**src/rtl/clock_divider_multi.sv**
```systemverilog
// Multi-channel programmable tick / 50%-duty clock divider with glitch-free divisor reload.
// Optional CLKDIV_SYNC_CLR_EN adds a per-channel synchronous clear input (sync_clr).
module clock_divider_multi #(
  parameter  int NCH         = 4,
  parameter  int WIDTH       = 26,
  parameter  int DEFAULT_DIV = 50000000,
  localparam int CHW         = (NCH > 1) ? $clog2(NCH) : 1
) (
  input  logic             clk,
  input  logic             rst_n,
  input  logic [NCH-1:0]   en,
  input  logic             wr_en,
  input  logic [CHW-1:0]   wr_ch,
  input  logic [WIDTH-1:0] wr_div,
`ifdef CLKDIV_SYNC_CLR_EN
  input  logic [NCH-1:0]   sync_clr,
`endif
  output logic [NCH-1:0]   pend,
  output logic [NCH-1:0]   tick,
  output logic [NCH-1:0]   clk_out
);

  logic [WIDTH-1:0] count_q  [NCH];
  logic [WIDTH-1:0] count_d  [NCH];
  logic [WIDTH-1:0] active_q [NCH];
  logic [WIDTH-1:0] active_d [NCH];
  logic [WIDTH-1:0] shadow_q [NCH];
  logic [WIDTH-1:0] shadow_d [NCH];
  logic [WIDTH-1:0] last     [NCH];
  logic [NCH-1:0]   pend_q, pend_d;
  logic [NCH-1:0]   tick_q, tick_d;
  logic [NCH-1:0]   clk_out_q, clk_out_d;
  logic [NCH-1:0]   wr_hit, wrap, clr;

`ifdef CLKDIV_SYNC_CLR_EN
  assign clr = sync_clr;
`else
  assign clr = '0;
`endif

  // A divisor of 0 behaves as 1, so the terminal count is 0 in both cases.
  always_comb begin
    for (int unsigned i = 0; i < NCH; i++) begin
      last[i]   = (active_q[i] == '0) ? '0 : active_q[i] - 1'b1;
      wr_hit[i] = wr_en && (32'(wr_ch) == i);
      wrap[i]   = en[i] && (count_q[i] == last[i]);
    end
  end

  always_comb begin
    for (int unsigned i = 0; i < NCH; i++) begin
      count_d[i]   = count_q[i];
      active_d[i]  = active_q[i];
      shadow_d[i]  = shadow_q[i];
      pend_d[i]    = pend_q[i];
      tick_d[i]    = 1'b0;
      clk_out_d[i] = clk_out_q[i];

      if (clr[i]) begin
        // Pending value loads first; a same-cycle write then re-arms the shadow.
        count_d[i]   = '0;
        clk_out_d[i] = 1'b0;
        if (pend_q[i]) active_d[i] = shadow_q[i];
        pend_d[i] = 1'b0;
        if (wr_hit[i]) begin
          shadow_d[i] = wr_div;
          pend_d[i]   = 1'b1;
        end
      end else if (en[i]) begin
        if (wrap[i]) begin
          count_d[i]   = '0;
          tick_d[i]    = 1'b1;
          clk_out_d[i] = ~clk_out_q[i];
          if (wr_hit[i]) begin
            active_d[i] = wr_div;
            shadow_d[i] = wr_div;
            pend_d[i]   = 1'b0;
          end else if (pend_q[i]) begin
            active_d[i] = shadow_q[i];
            pend_d[i]   = 1'b0;
          end
        end else begin
          count_d[i] = count_q[i] + 1'b1;
          if (wr_hit[i]) begin
            shadow_d[i] = wr_div;
            pend_d[i]   = 1'b1;
          end
        end
      end else begin
        if (pend_q[i]) begin
          count_d[i]  = '0;
          active_d[i] = wr_hit[i] ? wr_div : shadow_q[i];
          shadow_d[i] = wr_hit[i] ? wr_div : shadow_q[i];
          pend_d[i]   = 1'b0;
        end else if (wr_hit[i]) begin
          shadow_d[i] = wr_div;
          pend_d[i]   = 1'b1;
        end
      end
    end
  end

  always_ff @(posedge clk or negedge rst_n) begin
    if (!rst_n) begin
      for (int unsigned i = 0; i < NCH; i++) begin
        count_q[i]  <= '0;
        active_q[i] <= WIDTH'(DEFAULT_DIV);
        shadow_q[i] <= WIDTH'(DEFAULT_DIV);
      end
      pend_q    <= '0;
      tick_q    <= '0;
      clk_out_q <= '0;
    end else begin
      for (int unsigned i = 0; i < NCH; i++) begin
        count_q[i]  <= count_d[i];
        active_q[i] <= active_d[i];
        shadow_q[i] <= shadow_d[i];
      end
      pend_q    <= pend_d;
      tick_q    <= tick_d;
      clk_out_q <= clk_out_d;
    end
  end

  assign pend    = pend_q;
  assign tick    = tick_q;
  assign clk_out = clk_out_q;

endmodule

```
**config.mk**
```make
export PLATFORM = sky130hd
export DESIGN_NAME = clock_divider_multi
export DESIGN_NICKNAME = d
export VERILOG_FILES = /design/src/rtl/clock_divider_multi.sv
export SDC_FILE = /design/constraint.sdc
export NUM_CORES = 1
export LEC_CHECK = 0
export ABC_CLOCK_PERIOD_IN_PS = 6900
export CAP_MARGIN = 10
export CORE_ASPECT_RATIO = 0.6
export CORE_MARGIN = 5
export CORE_UTILIZATION = 63
export CTS_CLUSTER_DIAMETER = 200
export DETAILED_ROUTE_END_ITERATION = 6
export HOLD_SLACK_MARGIN = 0.03
export PLACE_DENSITY = 0.83
export SETUP_SLACK_MARGIN = 0.15
export SLEW_MARGIN = 5
export SYNTH_ARGS = -nofsm -noshare
export SYNTH_HDL_FRONTEND = slang
export SYNTH_SLANG_ARGS = --single-unit
export TNS_END_PERCENT = 100
```
**constraint.sdc**
```tcl
create_clock -name clk -period 6.9 [get_ports clk]
set_input_delay 1.38 -clock clk [delete_from_list [all_inputs] [get_ports clk]]
set_output_delay 1.38 -clock clk [all_outputs]
set_load 0.005 [all_outputs]
```
==> metrics.md, run 1 <==
| Metric | Value |
|---|---|
| Clock sinks | `324` |
| Clk Tree Root Cell | `clkbuf_16` |
| Primary FF master, synth | `dfrtp_1` |
| Critical path required time | `7.31 ns` |
| Cell Chain, Critical Path | `nor4_1 > nand3_1 > or2_2 > o21a_1 > a2111o_1 > nor4_1 > nand4_1 > nor4b_2 > buf_4 > o21a_1 > a221oi_1` |
| Area share of the largest cell type after synthesis | `28.7%` |
| Vias in the first global route | `15207` |
| Die W | `239 um` |
| Post-layout minimum cycle time | `5.11 ns` |
| Antenna violations before repair | `1` |
| Pwr/cell area | `318 mW/mm2` |
| Final hold violations | `0` |
| Synth Warn # | `0` |
| Post-Syn Area | `0.0199 mm2` |
| DIE AREA | `0.0353 mm2` |
| Pre-antenna DRT Iters | `5` |
| Setup TNS | `0 ns` |
| Die H | `148 um` |
| Part of the cycle the worst path needs | `74.1%` |
| Worst hold margin | `0.465 ns` |
| LEAKAGE | `8.59 nW` |
| Layout Cells excl Fill | `2460` |
| # port buffers | `46` |
| R2r startpoint | `active_q[61]` |
| Synth area leader | `dfrtp_1` |
| Resize count post-CTS | `0` |
| CP arrival | `5.52 ns` |
| HP Class | `flop to flop` |
| Slew Viols, Final | `0` |
| Hold_buf cts | `0` |
| Max-slew headroom | `21.9%` |
| Fmax | `196 MHz` |
| Distinct cell type count of the synthesized netlist | `91` |
| Max incr delay on CP | `0.86 ns` |
| Hold wc startpoint | `clk_out[3]` |
| Post-synth EDFFs | `0` |
| Reg area | `0.00823 mm2` |
| Via Count | `16385` |
| Setup crit start kind | `flop` |
| Worst-Margin Slew | `1.17 ns` |
| Grt ovf | `0` |
| Status | `complete, no violations` |
| Post-CTS setup buffer count | `0` |
| Layout net count | `2062` |
| DR vias/cell | `6.66` |
| Worst path top cell family by delay | `simple AND/OR/NAND/NOR gates` |
| Area delta synth->final | `8.13%` |
| All-Layer GR Usage | `28.7%` |
| Worst path slowest cell | `nor4_1` |
| Num rows | `50` |
| Final ANT Viol Nets | `0` |
| TritonCTS buffer count | `30` |
| Layout cells sized above 1 | `20.0%` |
| DRT iter0 DRCs | `1994` |
| Dpl hpwl | `36900 um` |
| Critical path class | `flop to flop` |
| Clock Latency Late Sink | `0.59 ns` |
| Final setup violation count | `0` |
| Drt drc | `0` |
| Yosys reg bits | `324` |
| Sequential fraction of the synthesis area | `41.4%` |
| Multi-input gate area | `0.0108 mm2` |
| Share of async-settable or async-resettable flops after synthesis | `100%` |
| Final Skew | `0.0198 ns` |
| Post-placement cell count | `2403` |
| Final RePlAce weighted congestion | `0.960` |
| Syn Area/Cell | `9.61 um2` |
| Mapped Nets | `2111` |
| Layout fillers | `2339` |
| TritonCTS clock tree | `yes` |
| Clock transition at the registers of the reported paths | `0.07 ns` |
| RSZ-0062 raised after global routing | `no` |
| H-tree depth | `1` |
| Critical Path End Type | `flop` |
| Worst path bufs/invs | `1` |
| Largest net degree at the start of global routing | `181` |
| Crit path max fanout | `27` |
| Clk buf depth | `3` |
| Io pins | `47` |
| Critical path launch point | `active_q[61]` |
| Core Region | `0.0312 mm2` |
| Syn Inst Count | `2068` |
| Initial Utilization | `63.8%` |
| VDD IR max | `0.281 mV` |
| Dominant cells by area after synthesis | `dfrtp_1 29%, dfstp_2 13%, mux2_2 6.6%` |
| Max cap viols | `0` |
| Total Routed Length | `52100 um` |
| Avg WL per Cell | `21.2 um` |
| Total power draw | `6.83 mW` |
| First-pass GRT wire length | `83400 um` |
-- kinds of logic (layout without fill, tap and decap cells) --
logic type	count (synthesis)	after routing	share of synthesized area (%)
AO/OA/AOI/OAI	340	340	12.6
buffers and inverters	210	185	4.21
adder cells (fa/ha/maj)	8	8	0.504
other	0	1	0
multiplexers	209	209	11.8
XOR/XNOR	144	144	6.42
flip-flops	324	324	41.4
AND/OR/NAND/NOR	833	833	23.1
-- cell usage in the layout (no fill, tap or decap), drive strengths merged, types with 57 or more instances in the layout --
master | Yosys | routed
nor3 | 57 | 57
xnor2 | 76 | 76
nand2 | 125 | 125
inv | 67 | 68
a21oi | 59 | 59
mux2 | 137 | 137
dfstp | 96 | 96
nor2 | 173 | 173
o21ai | 64 | 64
nand3 | 92 | 92
dfrtp | 228 | 228
nor4 | 61 | 61
mux2i | 72 | 72
xor2 | 67 | 67
-- Yosys cell counts, types with 22 or more instances --
library cell and count:
or4_1 22, inv_1 67, nand4_1 46, dfstp_2 96, nand2_1 123, a21oi_1 59
or2_2 34, or3b_2 25, or3_1 30, nor4_1 59, nand3_1 92, nor2_1 172
clkbuf_1 115, mux2_2 117, xnor2_1 76, xor2_1 67, a221oi_1 27, and3_1 41
mux2i_1 72, nor3_1 56, o221a_2 27, dfrtp_1 228, o21ai_0 63
-- layout make-up --
class	instances	share of cell area (%)
repair buffers	62	2.78
diodes	1	0.0116
clock inverters	15	0.844
multi-input cells	1534	50.4
well taps	416	2.42
flip-flops and latches	324	38.3
clock buffers	41	4.06
inverters	67	1.17
-- registers in the layout, indices dropped and copies added, names as in the netlist --
signal / count
pend: 4
tick: 4
active_q: 104
count_q: 104
shadow_q: 104
clk_out: 4
-- metal layers --
layer	part of all wire, %	up-vias	track usage [%]
met3	9.8	82	7.35
met4	1.8	0	5.02
met1	47	8110	46.1
li1	-	7488	-
met5	0	-	0
met2	41	705	39.5
-- final timing paths --
kind,slack (ns),to,cells after the start
max in group asynchronous,4.53,active_q[30],2
min in group asynchronous,0.89,count_q[102],1
min,0.47,clk_out[3],1
min reg2reg,0.47,clk_out[3],1
max,1.79,active_q[57],11
max reg2reg,1.79,active_q[57],11
-- per-stage QoR --
step           utilization (%)  setup slack, ns  area (um2)
2_1_floorplan                -             2.94       19900
3_5_place_dp              65.6             1.99       20400
6_report                  69.0             1.79       21500
5_1_grt                   69.0             1.48       21500
3_3_place_gp              65.6             2.12       20400
4_1_cts                   69.0             1.96       21500
-- power by group --
part	internal, mW	total (mW)	switching, mW
logic	0.986	2.03	1.04
clock network	1.00	1.77	0.767
registers	2.42	3.03	0.611
Power figures use the tool's default switching activity.
==> run 2: changes to the inputs <==
--- a/config.mk
+++ b/config.mk
@@ -5,15 +5,15 @@
 export SDC_FILE = /design/constraint.sdc
 export NUM_CORES = 1
 export LEC_CHECK = 0
-export ABC_CLOCK_PERIOD_IN_PS = 6900
+export ABC_CLOCK_PERIOD_IN_PS = 4500
 export CAP_MARGIN = 10
 export CORE_ASPECT_RATIO = 0.6
 export CORE_MARGIN = 5
-export CORE_UTILIZATION = 63
+export CORE_UTILIZATION = 57
 export CTS_CLUSTER_DIAMETER = 200
 export DETAILED_ROUTE_END_ITERATION = 6
 export HOLD_SLACK_MARGIN = 0.03
-export PLACE_DENSITY = 0.83
+export PLACE_DENSITY = 0.79
 export SETUP_SLACK_MARGIN = 0.15
 export SLEW_MARGIN = 5
 export SYNTH_ARGS = -nofsm -noshare
==> constraint.sdc (replaced) <==
create_clock -name clk -period 4.5 [get_ports clk]
set_input_delay 0.9 -clock clk [delete_from_list [all_inputs] [get_ports clk]]
set_output_delay 0.9 -clock clk [all_outputs]
set_load 0.005 [all_outputs]
==> metrics.md, run 2 (synthesis results as in run 1) <==
| Metric | Value |
|---|---|
| Status | `complete, no violations` |
| Clk buf depth | `3` |
| Cell Chain, Critical Path | `or4_4 > nor4_4 > and2_1 > buf_4 > a21oi_1 > o32ai_1 > nand4b_1 > or4_4 > o21ai_4 > nand2_8 > mux2_4` |
| Slew Viols, Final | `0` |
| HP Class | `input port to asynchronous set/reset pin` |
| Clock Latency Late Sink | `0.60 ns` |
| Post-layout minimum cycle time | `4.17 ns` |
| Layout net count | `2108` |
| Total Routed Length | `53500 um` |
| Fin area | `0.0220 mm2` |
| Die H | `155 um` |
| Worst hold margin | `0.339 ns` |
| Dpl hpwl | `38400 um` |
| Antenna violations before repair | `2` |
| Part of the cycle the worst path needs | `92.6%` |
| Placed Area | `0.0208 mm2` |
| Final ANT Viol Nets | `0` |
| Most frequent cells in the layout | `228 x dfrtp_1, 172 x nor2_1, 123 x nand2_1` |
| Hold_buf cts | `0` |
| Final Skew | `0.0240 ns` |
| Clock sinks | `324` |
| Most common cell after layout, fill and taps aside | `dfrtp_1` |
| Reg2Reg Depth | `11` |
| Biggest regs | `active_q (104), count_q (104), shadow_q (104)` |
| Core Util, Final | `63.3%` |
| Drt drc | `0` |
| # port buffers | `46` |
| Fmax | `240 MHz` |
| Max incr delay on CP | `0.65 ns` |
| H-tree depth | `1` |
| CP arrival | `4.66 ns` |
| Vias in the first global route | `15476` |
| Final hold violations | `0` |
| Total power draw | `10.5 mW` |
| RSZ-0062 raised after global routing | `no` |
| Area delta synth->final | `10.6%` |
| TritonCTS clock tree | `yes` |
| Layout cells sized above 1 | `22.0%` |
| Crit path top cell by count | `or4_4` |
| DR vias/cell | `6.47` |
| Pwr/cell area | `478 mW/mm2` |
| Via Count | `16532` |
| DRT iter0 DRCs | `1693` |
| RR Endpoint | `active_q[18]` |
| LEAKAGE | `8.85 nW` |
| DIE AREA | `0.0388 mm2` |
| Grt ovf | `0` |
| VDD IR max | `0.489 mV` |
| Layout Cells excl Fill | `2556` |
| Worst setup margin | `0.333 ns` |
| Critical path required time | `4.99 ns` |
| All-Layer GR Usage | `26.9%` |
| Max-slew headroom | `28.7%` |
| Post-placement cell count | `2494` |
| Worst path slowest cell | `or4_4` |
| Critical path class | `flop to flop` |
| Worst path top cell family by delay | `simple AND/OR/NAND/NOR gates` |
| Setup WS pre-CTS | `0.172 ns` |
| Avg WL per Cell | `20.9 um` |
| First-pass GRT wire length | `86000 um` |
| Clk Tree Root Cell | `clkbuf_16` |
| Final setup violation count | `0` |
| Num rows | `53` |
| Io pins | `47` |
| FF-to-FF setup slack | `0.33 ns` |
| Clock transition at the registers of the reported paths | `0.07 ns` |
| Largest net degree at the start of global routing | `104` |
| Pre-antenna DRT Iters | `6` |
| Worst path bufs/invs | `1` |
| Critical Path End Type | `flop` |
| Worst-Margin Slew | `1.07 ns` |
| Die W | `251 um` |
| Final RePlAce weighted congestion | `0.967` |
| Setup crit start kind | `flop` |
| Crit path max fanout | `26` |
| N_diodes | `0` |
| Max cap viols | `0` |
| Core Region | `0.0347 mm2` |
| R2r startpoint | `active_q[3]` |
| TritonCTS buffer count | `30` |
| Setup TNS | `0 ns` |
| Initial Utilization | `57.3%` |
-- run 2: per-layer routing --
metal	global-route usage, %	vias up	routed length, um
met4	4.62	2	807
met5	0	-	13
li1	-	7572	-
met3	6.89	55	5180
met2	37.7	675	22100
met1	42.5	8228	25400
-- run 2: worst max-delay path by stage --
| stage | startpoint | to | depth (start not counted) | slack, ns |
|---|---|---|---|---|
| after detailed placement | active_q[3] | active_q[6] | 10 | 0.17 |
| after floorplan | active_q[3] | active_q[10] | 12 | 0.54 |
| after CTS | active_q[52] | active_q[60] | 14 | 0.17 |
| after global routing | active_q[78] | count_q[81] | 13 | 0.15 |
| final | active_q[3] | active_q[18] | 11 | 0.33 |
| after global placement | active_q[3] | active_q[24] | 10 | 0.31 |
-- run 2: report_power, final --
part	switching (mW)	internal, mW	total, mW
Clock	1.17	1.47	2.64
Sequential	0.960	3.71	4.67
Combinational	1.62	1.57	3.19
Total	3.75	6.75	10.5
-- run 2: repair_timing --
| action | 4_1_cts | 5_1_grt |
|---|---|---|
| resized for setup | 0 | 13 |
| setup buffers | 0 | 6 |
| setup endpoints to repair | 0 | 87 |
-- run 2: area by class of cell --
type / instances / area (um2)
flip-flops and latches: 324 / 8230
clock inverters: 14 / 139
fillers: 2779 / 12700
inverters: 67 / 251
well taps: 467 / 584
multi-input cells: 1534 / 10900
clock buffers: 42 / 868
repair buffers: 108 / 997
==> run 3: changes to the inputs <==
--- a/config.mk
+++ b/config.mk
@@ -12,8 +12,9 @@
 export CORE_UTILIZATION = 57
 export CTS_CLUSTER_DIAMETER = 200
 export DETAILED_ROUTE_END_ITERATION = 6
-export HOLD_SLACK_MARGIN = 0.03
+export GPL_ROUTABILITY_DRIVEN = 0
 export PLACE_DENSITY = 0.79
+export RECOVER_POWER = 50
 export SETUP_SLACK_MARGIN = 0.15
 export SLEW_MARGIN = 5
 export SYNTH_ARGS = -nofsm -noshare
==> metrics.md, run 3 (synthesis results as in run 1) <==
| Metric | Value |
|---|---|
| Status | `finished with violations` |
| Violated checks | `max-capacitance violations, max-slew violations` |
| Layout net count | `2108` |
| Setup crit start kind | `flop` |
| DRT iter0 DRCs | `2017` |
| Grt ovf | `0` |
| Area delta synth->final | `10.6%` |
| Fmax | `238 MHz` |
| Final ANT Viol Nets | `0` |
| HP Class | `flop to flop` |
| TritonCTS clock tree | `yes` |
| Worst hold path depth | `1` |
| Clock Power Share | `26.0%` |
| Critical Path End Type | `flop` |
| Gate power share | `29.8%` |
| NetSw | `3.76 mW` |
| Worst path slowest cell | `or4_4` |
| Dpl hpwl | `37600 um` |
| Final hold violations | `0` |
| Sw Ratio | `35.5%` |
| H-tree depth | `1` |
| Final setup violation count | `0` |
| Antenna violations before repair | `4` |
| Hold_buf cts | `0` |
| Total Routed Length | `52800 um` |
| First-pass GRT wire length | `84600 um` |
| Drt drc | `0` |
| All-Layer GR Usage | `26.3%` |
| CP arrival | `4.66 ns` |
| Worst path bufs/invs | `2` |
| Core Region | `0.0347 mm2` |
| Final Skew | `0.0101 ns` |
| Vias in the first global route | `15753` |
| Via Count | `16574` |
| Max-slew headroom | `-95.0%` |
| Critical path class | `flop to flop` |
| Critical path required time | `4.96 ns` |
| DIE AREA | `0.0388 mm2` |
| Io pins | `47` |
| Num rows | `53` |
| Worst hold margin | `0.466 ns` |
| Pre-antenna DRT Iters | `7` |
| Avg WL per Cell | `20.6 um` |
| Hold Path Sink | `clk_out[1]` |
| # port buffers | `46` |
| Layout Cells excl Fill | `2557` |
| Reg2Reg Depth | `12` |
| Clock sinks | `324` |
| Worst path top cell family by delay | `simple AND/OR/NAND/NOR gates` |
| Total power draw | `10.6 mW` |
| Biggest regs | `active_q (104), count_q (104), shadow_q (104)` |
| Part of the cycle the worst path needs | `93.2%` |
| LEAKAGE | `8.85 nW` |
| Die H | `155 um` |
| Post-placement cell count | `2494` |
| TritonCTS buffer count | `30` |
| Worst-Margin Slew | `2.92 ns` |
| Cell Chain, Critical Path | `or4_4 > nor4_4 > buf_4 > buf_4 > a21oi_1 > a21oi_1 > o221ai_1 > or4b_1 > or4_4 > o21ai_4 > nand2_8 > mux2_4` |
| R2r startpoint | `active_q[3]` |
| Max cap viols | `2` |
| Hold wc startpoint | `clk_out[1]` |
| Die W | `251 um` |
| Post-layout minimum cycle time | `4.19 ns` |
| Clock transition at the registers of the reported paths | `0.07 ns` |
| Most common cell after layout, fill and taps aside | `dfrtp_1` |
| Initial Utilization | `57.3%` |
| Power Internal | `6.84 mW` |
| Flop pwr share | `44.1%` |
| RSZ-0062 raised after global routing | `no` |
| DR vias/cell | `6.48` |
| Clk buf depth | `3` |
| RR Endpoint | `active_q[16]` |
| Most frequent cells in the layout | `228 x dfrtp_1, 172 x nor2_1, 123 x nand2_1` |
| Crit path max fanout | `26` |
| Largest net degree at the start of global routing | `115` |
| Layout cells sized above 1 | `21.8%` |
| Slew Viols, Final | `144` |
| Max incr delay on CP | `0.66 ns` |
| VDD IR max | `0.343 mV` |
| FF-to-FF setup slack | `0.31 ns` |
| Clk Tree Root Cell | `clkbuf_16` |
| Pwr/cell area | `483 mW/mm2` |
| Clock Latency Late Sink | `0.58 ns` |
run 3: repair_timing:
item | in CTS | in global routing
resized for setup | 4 | 12
setup endpoints to repair | 65 | 163
pin swaps | 1 | 1
setup buffers | 0 | 6
cloned | 0 | 0
run 3: power by group through the flow:
stage / clock (mW) / combinational, mW / sequential [mW]
6_report: 2.76 / 3.16 / 4.68
5_1_grt: 2.93 / 3.44 / 4.76
4_1_cts: 2.80 / 3.10 / 4.62
3_5_place_dp: 0 / 3.07 / 4.66
3_3_place_gp: 0 / 2.95 / 4.62
2_1_floorplan: 0 / 2.64 / 4.15
run 3: area by class of cell:
| cell class | instances | area [um2] |
|---|---|---|
| fillers | 2793 | 12700 |
| multi-input cells | 1534 | 10900 |
| flip-flops and latches | 324 | 8230 |
| repair buffers | 108 | 925 |
| clock buffers | 39 | 888 |
| well taps | 467 | 584 |
| inverters | 67 | 251 |
| clock inverters | 17 | 181 |
| diodes | 1 | 2.50 |
run 3: per-layer routing:
metal	up-vias	global-route usage, %	part of all wire (%)
li1	7578	-	-
met1	8103	39.4	45
met2	786	37.7	41
met3	101	8.29	11
met4	6	5.30	2.0
met5	-	0	0.087
run 3: worst max path at each step:
stage	startpoint	end	slack, ns	depth (start not counted)
6_report	active_q[3]	active_q[16]	0.31	12
5_1_grt	rst_n	count_q[31]	0.17	2
4_1_cts	active_q[9]	active_q[8]	0.17	10
3_5_place_dp	active_q[78]	active_q[102]	-0.02	13
2_1_floorplan	active_q[3]	active_q[10]	0.54	12
3_3_place_gp	active_q[78]	active_q[84]	0.08	13
run 3: stage by stage:
step	utilization, %	area (um2)	TNS (ns)	setup slack, ns
after floorplan	-	19900	0	0.536
after global placement	60.0	20800	0	0.0839
after detailed placement	60.0	20800	-0.186	-0.0207
after CTS	63.1	21900	0	0.168
after global routing	63.3	22000	0	0.167
final	63.3	22000	0	0.306
